<file path="src/rtl/decode_stage_pkg.sv">
`default_nettype none
// ============================================================================
// Module      : decode_stage_pkg
// Description : Shared instruction field positions, format codes and the
//               skid-buffer state encoding for the decode stage.
//               Instructions are numbered big-endian: bit 0 is the MSB.
// Revision    : 1.0 - initial release
// ============================================================================
package decode_stage_pkg;

  localparam int c_instr_w = 32;

  // Field positions (inclusive, ascending; lowest index is the field MSB)
  localparam int c_opc_first  = 0;
  localparam int c_opc_last   = 5;
  localparam int c_regs_first = 6;
  localparam int c_regs_last  = 10;
  localparam int c_regt_first = 11;
  localparam int c_regt_last  = 15;
  localparam int c_regd_first = 16;
  localparam int c_regd_last  = 20;
  localparam int c_immi_first = 16;
  localparam int c_immi_last  = 31;
  localparam int c_immj_first = 6;
  localparam int c_immj_last  = 31;

  localparam int c_opc_w  = c_opc_last  - c_opc_first  + 1;
  localparam int c_reg_w  = c_regs_last - c_regs_first + 1;
  localparam int c_immi_w = c_immi_last - c_immi_first + 1;
  localparam int c_immj_w = c_immj_last - c_immj_first + 1;

  // Opcodes that select the non-I formats
  localparam logic [5:0] c_opc_r   = 6'd0;
  localparam logic [5:0] c_opc_j   = 6'd2;
  localparam logic [5:0] c_opc_jal = 6'd3;

  typedef enum logic [1:0] {
    FMT_R = 2'd0,
    FMT_I = 2'd1,
    FMT_J = 2'd2
  } fmt_e;

  typedef enum logic [1:0] {
    ST_EMPTY = 2'd0,  // main register invalid
    ST_ONE   = 2'd1,  // main valid, skid empty
    ST_FULL  = 2'd2   // main and skid both valid
  } state_e;

endpackage
`default_nettype wire

</file>
<file path="src/rtl/decode_stage_if.sv">
`default_nettype none
// ============================================================================
// Module      : decode_stage_if
// Description : Upstream (instruction) and downstream (decoded entry)
//               valid/ready channels of the decode stage.
//               slave  : view taken by decode_stage
//               master : view taken by the surrounding pipeline / bench
// Revision    : 1.0 - initial release
// ============================================================================
interface decode_stage_if #(
  parameter int DATA_W = 32
);
  // upstream channel
  logic              in_valid;
  logic              in_ready;
  logic [0:31]       in_instr;
  // downstream channel
  logic              out_valid;
  logic              out_ready;
  logic [1:0]        out_fmt;
  logic [5:0]        out_opcode;
  logic [DATA_W-1:0] out_dest;
  logic [DATA_W-1:0] out_opA;
  logic [DATA_W-1:0] out_opB;

  modport slave (
    input  in_valid, in_instr, out_ready,
    output in_ready, out_valid, out_fmt, out_opcode, out_dest, out_opA, out_opB
  );

  modport master (
    output in_valid, in_instr, out_ready,
    input  in_ready, out_valid, out_fmt, out_opcode, out_dest, out_opA, out_opB
  );
endinterface
`default_nettype wire

</file>
<file path="src/rtl/decode_stage_instr_field_decode.sv">
`default_nettype none
// ============================================================================
// Module      : instr_field_decode
// Description : Combinational R/I/J classification and operand extraction.
//   i_instr  : instruction, bit 0 = MSB
//   o_fmt    : FMT_R / FMT_I / FMT_J
//   o_opcode : opcode field
//   o_dest   : destination field, zero-extended (0 for J)
//   o_opa    : operand A (J_OPA for J)
//   o_opb    : operand B (REGD, or extended IMMI / IMMJ)
// Revision    : 1.0 - initial release
// ============================================================================
module instr_field_decode
  import decode_stage_pkg::*;
#(
  parameter int DATA_W     = 32,
  parameter bit IMM_SIGNED = 1'b1,
  parameter int J_OPA      = -2
) (
  input  wire logic [0:c_instr_w-1] i_instr,
  output logic [1:0]                o_fmt,
  output logic [5:0]                o_opcode,
  output logic [DATA_W-1:0]         o_dest,
  output logic [DATA_W-1:0]         o_opa,
  output logic [DATA_W-1:0]         o_opb
);

  // Sign of the int parameter carries into the full operand width
  localparam logic [DATA_W-1:0] c_j_opa = DATA_W'(J_OPA);

  logic [c_opc_w-1:0]  w_opc;
  logic [c_reg_w-1:0]  w_regs;
  logic [c_reg_w-1:0]  w_regt;
  logic [c_reg_w-1:0]  w_regd;
  logic [c_immi_w-1:0] w_immi;
  logic [c_immj_w-1:0] w_immj;
  logic [DATA_W-1:0]   w_immi_ext;
  logic [DATA_W-1:0]   w_immj_ext;

  // Ascending part-selects keep the lowest-numbered bit as the field MSB
  assign w_opc  = i_instr[c_opc_first:c_opc_last];
  assign w_regs = i_instr[c_regs_first:c_regs_last];
  assign w_regt = i_instr[c_regt_first:c_regt_last];
  assign w_regd = i_instr[c_regd_first:c_regd_last];
  assign w_immi = i_instr[c_immi_first:c_immi_last];
  assign w_immj = i_instr[c_immj_first:c_immj_last];

  assign w_immi_ext = {{(DATA_W-c_immi_w){IMM_SIGNED & w_immi[c_immi_w-1]}}, w_immi};
  assign w_immj_ext = {{(DATA_W-c_immj_w){IMM_SIGNED & w_immj[c_immj_w-1]}}, w_immj};

  always_comb begin
    o_opcode = w_opc;
    o_fmt    = FMT_I;
    o_dest   = {{(DATA_W-c_reg_w){1'b0}}, w_regs};
    o_opa    = {{(DATA_W-c_reg_w){1'b0}}, w_regt};
    o_opb    = w_immi_ext;
    if (w_opc == c_opc_r) begin
      o_fmt = FMT_R;
      o_opb = {{(DATA_W-c_reg_w){1'b0}}, w_regd};
    end else if ((w_opc == c_opc_j) || (w_opc == c_opc_jal)) begin
      o_fmt  = FMT_J;
      o_dest = '0;
      o_opa  = c_j_opa;
      o_opb  = w_immj_ext;
    end
  end

endmodule
`default_nettype wire

</file>
<file path="src/rtl/decode_stage.sv">
`default_nettype none
// ============================================================================
// Module      : decode_stage
// Description : Registered instruction-decode stage with a 2-entry skid
//               buffer; one instruction per cycle, registered in_ready.
//   clk   : rising-edge clock
//   rst_n : asynchronous active-low reset
//   flush : synchronous discard of all held entries
//   bus   : slave view of decode_stage_if (in_* upstream, out_* downstream)
// Revision    : 1.0 - initial release
// ============================================================================
module decode_stage
  import decode_stage_pkg::*;
#(
  parameter int DATA_W     = 32,
  parameter bit IMM_SIGNED = 1'b1,
  parameter int J_OPA      = -2
) (
  input wire logic     clk,
  input wire logic     rst_n,
  input wire logic     flush,
  decode_stage_if.slave bus
);

  localparam int c_ent_w = 2 + c_opc_w + 3 * DATA_W;

  state_e               r_state;
  state_e               w_state_nxt;
  logic                 r_in_ready;
  logic [c_ent_w-1:0]   r_main;
  logic [c_ent_w-1:0]   r_skid;
  logic [c_ent_w-1:0]   w_dec;
  logic                 w_in_xfer;
  logic                 w_out_xfer;
  logic                 w_load_main_in;
  logic                 w_load_main_skid;
  logic                 w_load_skid;

  logic [1:0]           w_fmt;
  logic [5:0]           w_opc;
  logic [DATA_W-1:0]    w_dest;
  logic [DATA_W-1:0]    w_opa;
  logic [DATA_W-1:0]    w_opb;

  instr_field_decode #(
    .DATA_W     (DATA_W),
    .IMM_SIGNED (IMM_SIGNED),
    .J_OPA      (J_OPA)
  ) u_decode (
    .i_instr  (bus.in_instr),
    .o_fmt    (w_fmt),
    .o_opcode (w_opc),
    .o_dest   (w_dest),
    .o_opa    (w_opa),
    .o_opb    (w_opb)
  );

  assign w_dec      = {w_fmt, w_opc, w_dest, w_opa, w_opb};
  assign w_in_xfer  = bus.in_valid & r_in_ready;
  assign w_out_xfer = (r_state != ST_EMPTY) & bus.out_ready;

  always_comb begin
    w_state_nxt      = r_state;
    w_load_main_in   = 1'b0;
    w_load_main_skid = 1'b0;
    w_load_skid      = 1'b0;
    case (r_state)
      ST_EMPTY: begin
        if (w_in_xfer) begin
          w_state_nxt    = ST_ONE;
          w_load_main_in = 1'b1;
        end
      end
      ST_ONE: begin
        case ({w_in_xfer, w_out_xfer})
          2'b11:   w_load_main_in = 1'b1;
          2'b10: begin
            w_state_nxt = ST_FULL;
            w_load_skid = 1'b1;
          end
          2'b01:   w_state_nxt = ST_EMPTY;
          default: ;
        endcase
      end
      ST_FULL: begin
        // in_ready is low here, so nothing new can arrive this cycle
        if (w_out_xfer) begin
          w_state_nxt      = ST_ONE;
          w_load_main_skid = 1'b1;
        end
      end
      default: w_state_nxt = ST_EMPTY;
    endcase
    // Flush drops everything, including an instruction accepted this cycle;
    // stored data is left untouched since it is invalid afterwards.
    if (flush) begin
      w_state_nxt      = ST_EMPTY;
      w_load_main_in   = 1'b0;
      w_load_main_skid = 1'b0;
      w_load_skid      = 1'b0;
    end
  end

  // in_ready is the registered image of the next state, so out_ready has no
  // combinational path to it.
  always_ff @(posedge clk or negedge rst_n) begin
    if (!rst_n) begin
      r_state    <= ST_EMPTY;
      r_in_ready <= 1'b1;
    end else begin
      r_state    <= w_state_nxt;
      r_in_ready <= (w_state_nxt != ST_FULL);
    end
  end

  always_ff @(posedge clk or negedge rst_n) begin
    if (!rst_n) begin
      r_main <= '0;
      r_skid <= '0;
    end else begin
      if (w_load_main_in) begin
        r_main <= w_dec;
      end else if (w_load_main_skid) begin
        r_main <= r_skid;
      end
      if (w_load_skid) begin
        r_skid <= w_dec;
      end
    end
  end

  assign bus.in_ready  = r_in_ready;
  assign bus.out_valid = (r_state != ST_EMPTY);
  assign {bus.out_fmt, bus.out_opcode, bus.out_dest, bus.out_opA, bus.out_opB} = r_main;

endmodule
`default_nettype wire

</file>
<file path="src/flat_wrapper.sv">
// flat-port wrapper written by rule: the top's interface ports become plain ports
module decode_stage_flat import decode_stage_pkg::*;
#(
  parameter int DATA_W     = 32,
  parameter bit IMM_SIGNED = 1'b1,
  parameter int J_OPA      = -2
)
  (clk, rst_n, flush, bus_in_valid, bus_in_instr, bus_out_ready, bus_in_ready, bus_out_valid, bus_out_fmt, bus_out_opcode, bus_out_dest, bus_out_opA, bus_out_opB);
  decode_stage_if #(.DATA_W(DATA_W)) bus_i ();
  input wire logic clk;
  input wire logic rst_n;
  input wire logic flush;
  input wire logic [$bits(bus_i.in_valid)-1:0] bus_in_valid;
  input wire logic [$bits(bus_i.in_instr)-1:0] bus_in_instr;
  input wire logic [$bits(bus_i.out_ready)-1:0] bus_out_ready;
  output wire logic [$bits(bus_i.in_ready)-1:0] bus_in_ready;
  output wire logic [$bits(bus_i.out_valid)-1:0] bus_out_valid;
  output wire logic [$bits(bus_i.out_fmt)-1:0] bus_out_fmt;
  output wire logic [$bits(bus_i.out_opcode)-1:0] bus_out_opcode;
  output wire logic [$bits(bus_i.out_dest)-1:0] bus_out_dest;
  output wire logic [$bits(bus_i.out_opA)-1:0] bus_out_opA;
  output wire logic [$bits(bus_i.out_opB)-1:0] bus_out_opB;
  assign bus_i.in_valid = bus_in_valid;
  assign bus_i.in_instr = bus_in_instr;
  assign bus_i.out_ready = bus_out_ready;
  assign bus_in_ready = bus_i.in_ready;
  assign bus_out_valid = bus_i.out_valid;
  assign bus_out_fmt = bus_i.out_fmt;
  assign bus_out_opcode = bus_i.out_opcode;
  assign bus_out_dest = bus_i.out_dest;
  assign bus_out_opA = bus_i.out_opA;
  assign bus_out_opB = bus_i.out_opB;
  decode_stage #(.DATA_W(DATA_W), .IMM_SIGNED(IMM_SIGNED), .J_OPA(J_OPA)) u_core (.clk(clk), .rst_n(rst_n), .flush(flush), .bus(bus_i));
endmodule
</file>
<file path="config.mk">
export PLATFORM = sky130hd
export DESIGN_NAME = decode_stage_flat
export DESIGN_NICKNAME = d
export VERILOG_FILES = /design/src/rtl/decode_stage_pkg.sv /design/src/rtl/decode_stage_if.sv /design/src/rtl/decode_stage_instr_field_decode.sv /design/src/rtl/decode_stage.sv /design/src/flat_wrapper.sv
export SDC_FILE = /design/constraint.sdc
export NUM_CORES = 1
export LEC_CHECK = 0
export BUFFER_PORTS_ARGS = -buffer_cell sky130_fd_sc_hd__buf_2
export CAP_MARGIN = 5
export CORE_AREA = 10 10 87 126
export DETAILED_ROUTE_END_ITERATION = 8
export DIE_AREA = 0 0 97 136
export GPL_ROUTABILITY_DRIVEN = 0
export PLACE_DENSITY = 0.82
export SLEW_MARGIN = 20
export SYNTH_ARGS = -nofsm -noshare
export SYNTH_HDL_FRONTEND = slang
export SYNTH_SLANG_ARGS = --single-unit
</file>
<file path="constraint.sdc">
create_clock -name clk -period 2.62 [get_ports clk]
set_clock_uncertainty 0.05 [all_clocks]
set_input_delay 0.393 -clock clk [delete_from_list [all_inputs] [get_ports clk]]
set_output_delay 0.393 -clock clk [all_outputs]
set_load 0.03 [all_outputs]
</file>
Word level (Yosys, flattened, before mapping)
Index checks and enable logic that the tools add are counted.
- output and inout port bits: 106
- register bits after elaboration: 211
- input port bits: 37
- word-level logic and storage cells: 44
- bitwise logic cells: 2
- equality and inequality tests: 8
- reductions and logical operators: 5
- mux-type cells: 25
- operator list (operator ; number):
    $mux W104 ; 2
    $mux W32 ; 4
    $eq A6 B2 Y1 const B ; 2
    $mux W2 ; 5
    $mux W5 ; 2
    $mux W1 ; 9
    $eq A2 B2 Y1 const B ; 3
    $logic_not A6 Y1 ; 1
    $pmux W2 S3 ; 1
    $eq A2 B1 Y1 const B ; 2
    $pmux W2 S2 ; 1
    $reduce_bool A2 Y1 ; 2
    $and A1 B1 Y1 ; 2
    $logic_not A2 Y1 ; 1
    $ne A2 B2 Y1 const B ; 1
    $pmux W1 S2 ; 1
    $logic_or A1 B1 Y1 ; 1

Longest topological paths before layout
- depth in word-level cells: 7
- depth in mapped cells: 9
- mapped depth without buffers: 7

Modules after synthesis
A second synthesis with hierarchy kept.
- cells, all modules: 804
- area, all modules: 9749.4 um^2
- by module, submodules not included (module ; instances ; area an instance (um^2) ; cells each ; sequential area each (um^2)):
    decode_stage ; 1 ; 8893.5 ; 690 ; 5281.3
    instr_field_decode ; 1 ; 855.8 ; 114 ; 0.0

Least setup slack after synthesis
OpenSTA, ideal clock, no wires.
- kind: reg-to-reg
- start: register u_core.r_state[0]
- end: register u_core.r_main[34]
- arrival: 2.128 ns
- buffers on the path: 2
- setup time: 0.126 ns
- cell stages (with the launch flop): 10
- period minus slack after synthesis: 2.304 ns
- slack: 0.316 ns
- path through: dfrtp_1 or2_2 and2_1 ha_1 nor2b_1 or4_1 clkbuf_1 buf_2 nor2_1 a221o_1
- longest elaborated chain between the ends: 7
- elaborated cells between the ends (all ways): 14
- classes of those cells: 3 x eq/ne; 7 x mux; 1 x bitwise; 3 x reduce/logical
- ends and longest elaborated chain (item ; line ; text):
    start, declared ; decode_stage.sv:27 ; state_e r_state;
    start signal, assigned ; decode_stage.sv:111 ; r_state <= w_state_nxt;
    $reduce_bool A2 Y1 * ; - ;
    net bus_out_valid ; flat_wrapper.sv:17 ; output wire logic [$bits(bus_i.out_valid)-1:0] bus_out_valid;
    $and A1 B1 Y1 * ; decode_stage.sv:60 ; assign w_out_xfer = (r_state != ST_EMPTY) & bus.out_ready;
    $eq A2 B2 Y1 ; decode_stage.sv:75 ; case ({w_in_xfer, w_out_xfer})
    $mux W1 ; decode_stage.sv:75 ;
    $pmux W1 S2 ; decode_stage.sv:67 ; case (r_state)
    $mux W1 ; decode_stage.sv:96 ; if (flush) begin
    $mux W104 or $reduce_bool A2 Y1 (tied branches) ; - ;
    end signal, assigned ; decode_stage.sv:122 ; r_main <= w_dec;
    end signal, assigned ; decode_stage.sv:124 ; r_main <= r_skid;
    end, declared ; decode_stage.sv:30 ; logic [c_ent_w-1:0] r_main;
The timed path passes the listed nets; every way through them passes the cells marked *.
A chain may end at the register's enable or synchronous reset.

Final worst setup path
- start: register u_core.r_state[1]
- end: register u_core.r_main[34]
- longest elaborated chain between the ends: 7
- elaborated cells between the ends (all ways): 14
- classes of those cells: 3 x eq/ne; 7 x mux; 1 x bitwise; 3 x reduce/logical
- ends and longest elaborated chain (item ; line):
    $reduce_bool A2 Y1 ; decode_stage.sv:60
    $and A1 B1 Y1 ; decode_stage.sv:60
    $eq A2 B2 Y1 ; decode_stage.sv:75
    $mux W1 ; decode_stage.sv:75
    $pmux W1 S2 ; decode_stage.sv:67
    $mux W1 ; decode_stage.sv:96
    $mux W104 or $reduce_bool A2 Y1 (tied branches) ; -
Several ways; a longest one is shown, not always the timed one.

==> flow_summary_export.csv <==
group,metric,value,unit
outcome,outcome,"complete, no violations",
power_and_ir_drop,p_clk_share,31.1,%
synth,synth.top_cell.area_share,52.0,%
floorplan,die_w,97,µm
finish,seqCellArea,0.00228,mm²
critical_path,path_cells,"or2_2 > and2_1 > ha_1 > nor2b_2 > or4_1 > buf_12 > nor2_1 > a221o_1",
synth,synth_area_leaders,"dfrtp_1 (52%), buf_4 (11%), nand2_1 (5.0%)",
critical_path,critical-path-top-delay-family,"simple AND/OR/NAND/NOR gates",
timing,final.period_utilization,90.8,%
power_and_ir_drop,p_sw,1.56,mW
timing,hold_viol_final,0,
synth,async_flop_share,100,%
synth,synth_edf_count,0,
finish,nNetsFinal,539,
routing,routedWlPerCell,19.2,µm
clock_tree,h-tree-depth,3,
finish,area_delta_synth_final,16.7,%
routing,vias,3472,
floorplan,start_util,49.3,%
timing,period_minus_slack,2380,ps
timing,worst_pin_slew,940,ps
routing,ant_nets,0,
routing,drt_wl_total,11.8,mm
clock_tree,cts_buffers,9,
global_route,grt_pass1_wl,18.6,mm
run,drv_cap,0,
timing,relSlewSlack,37.3,%
synth,synth_warnings,0,
power_and_ir_drop,irDropWorstVdd,0.479,mV
routing,route.detailed.drc,0,
timing,tns,0,ps
timing,setup_viol,0,
power_and_ir_drop,power,4.52,mW
place,hpwl,8.27,mm
synth,yosysSeqAreaShare,52.6,%
critical_path,max_stage_delay,490,ps
power_and_ir_drop,p_int,2.97,mW
critical_path,cp.required,2800,ps
floorplan,placeableCoreArea,0.00878,mm²
clock_tree,clk-insertion-delay-late,350,ps
global_route,grt_max_degree,76,
critical_path,endpoint_kind,"flip-flop",
synth,synth.avg_cell_area,10.3,µm²
global_route,grt.overflow.total,0,
global_route,grt_usage,17.2,%
finish,fin_util,57.6,%
power_and_ir_drop,leakagePower,2.65,nW
critical_path,criticalPathCategory,"flip-flop to flip-flop",
critical_path,slowest_stage,"dfrtp_1",
synth,netlist-cell-type-count,36,
place,io_buffers,115,
clock_tree,cts_tree,"built",
power_and_ir_drop,seqPwrFrac,43.2,%
clock_tree,cts_buffer_depth,2,
power_and_ir_drop,p_per_area,895,mW/mm²
synth,syn_area,0.00433,mm²
critical_path,crit_arrival,2560,ps
synth,netlist_instances,420,
timing,slew_viol_final,0,
power_and_ir_drop,swShare,34.4,%
global_route,grt_pass1_vias,3561,
timing,whs,136,ps
synth,ys_ff_latch,91,
power_and_ir_drop,p_comb_share,25.7,%
critical_path,path_max_fanout,31,
clock_tree,cts-root-buf,"clkbuf_16",
synth,synth_top_cell_by_area,"dfrtp_1",
routing,drt-pass1-iter-count,5,
floorplan,io_pins,143,
floorplan,row_count,42,
synth,ys.flop_type,"dfrtp_1",
critical_path,crit_buf_inv,1,
clock_tree,clk_pin_slew,70,ps
finish,layout-drive-gt1-share,32.0,%
finish,diodes,0,
routing,drtIter0Drc,213,
critical_path,rr_startpoint,"u_core.r_state[1]",
routing,via_per_inst,5.64,
floorplan,dieArea,0.0132,mm²
timing,rsz0062_at_grt,"false",
finish,multi_input_area,0.00160,mm²
finish,final_area,0.00505,mm²
clock_tree,cts.sinks,91,
place,postPlaceCellArea,0.00469,mm²
finish,nFillCells,745,
floorplan,die_h,136,µm
timing,fmax,420,MHz
worst_hold_path,worstHoldPathType,"input port to asynchronous set/reset pin",
global_route,antenna_found_initial,0,
critical_path,crit_path_start,"u_core.r_state[1]",
critical_path,critPathLaunchType,"flip-flop",
power groups by stage:
stage	Sequential [mW]	Combinational, mW	Clock (mW)
after CTS	1.95	1.17	1.43
after detailed placement	1.97	1.16	0
final	1.95	1.16	1.41
after global placement	1.95	1.12	0
after global routing	1.98	1.26	1.48
after floorplan	2.21	0.577	0
area by class of cell:
class	instances	share of cell area, %
Timing Repair Buffer	130	13.9
Sequential cell	91	45.1
Multi-Input combinational cell	267	31.7
Inverter	2	0.149
Tap cell	110	2.72
Clock buffer	9	4.46
Clock inverter	7	2.00
Yosys cell counts (2+ instances only):
library cell  instances
nor2b_1               3
a22o_1               11
nand2_1              58
nor2_1               11
dfrtp_1              90
a221o_1              21
nand3_1              22
buf_4                61
a21oi_1              18
a22oi_1               6
and2_1                3
mux2i_1               7
buf_1                 2
inv_1                 2
clkbuf_1             13
o21ai_0              26
mux2_2                6
buf_2                11
nor4_4                2
and3_1               16
nand2b_1              2
o211ai_1             15
what timing repair did:
item,4_1_cts,5_1_grt
pin swaps,1,1
buffers inserted,0,3
hold buffers,0,0
endpoints found under the setup margin,11,24
gates cloned,1,0
gates resized for setup,0,1
routing by layer:
metal / vias to the layer above / global-route usage, % / part of all wire (%)
met5: - / 0 / 0
met4: 0 / 7.48 / 2.0
met3: 20 / 5.79 / 8.7
met2: 164 / 30.0 / 52
met1: 1722 / 18.7 / 37
li1: 1566 / - / -
worst paths after layout:
check	slack (ps)	endpoint	depth (start not counted)
max	240	u_core.r_main[34]	8
min	140	u_core.r_main[12]	1
max reg2reg	240	u_core.r_main[34]	8
min reg2reg	440	u_core.r_skid[3]	2
max in group asynchronous	1680	u_core.r_skid[20]	2
min in group clk	250	u_core.r_skid[6]	3
cell families after synthesis:
group           synth area share [%]
mux                             3.18
compound gates                  16.4
fa+ha+maj                      0.289
buf+inv                         13.3
flops                           52.6
simple gates                    14.1
other cells                   0.0866
placed cells by master, fill, tap and decap left out, types with 2 or more instances in the layout:
cell,count
mux2_2,6
a22oi_1,6
bufinv_16,2
clkbuf_16,9
a22o_1,11
o211ai_1,15
a221o_1,21
a21oi_1,18
mux2i_1,7
nand2_1,58
nor2b_1,2
and3_1,16
nand2b_1,2
nor2_1,10
clkinv_4,2
conb_1,27
inv_1,2
nand3_1,21
dfrtp_1,90
o21ai_0,26
buf_4,15
nor4_4,2
buf_2,114
and2_1,3
state kept, by name, indices dropped and copies added (netlist names):
register / count
u_core.bus.in_ready: 1
u_core.r_skid: 44
u_core.r_state: 2
u_core.r_main: 44
through the flow:
step	cells	worst slack [ps]
after floorplan	446	316
after global placement	596	48.0
after detailed placement	596	-104
after CTS	613	27.8
after global routing	616	117
final	616	240
Power figures use the tool's default switching activity.
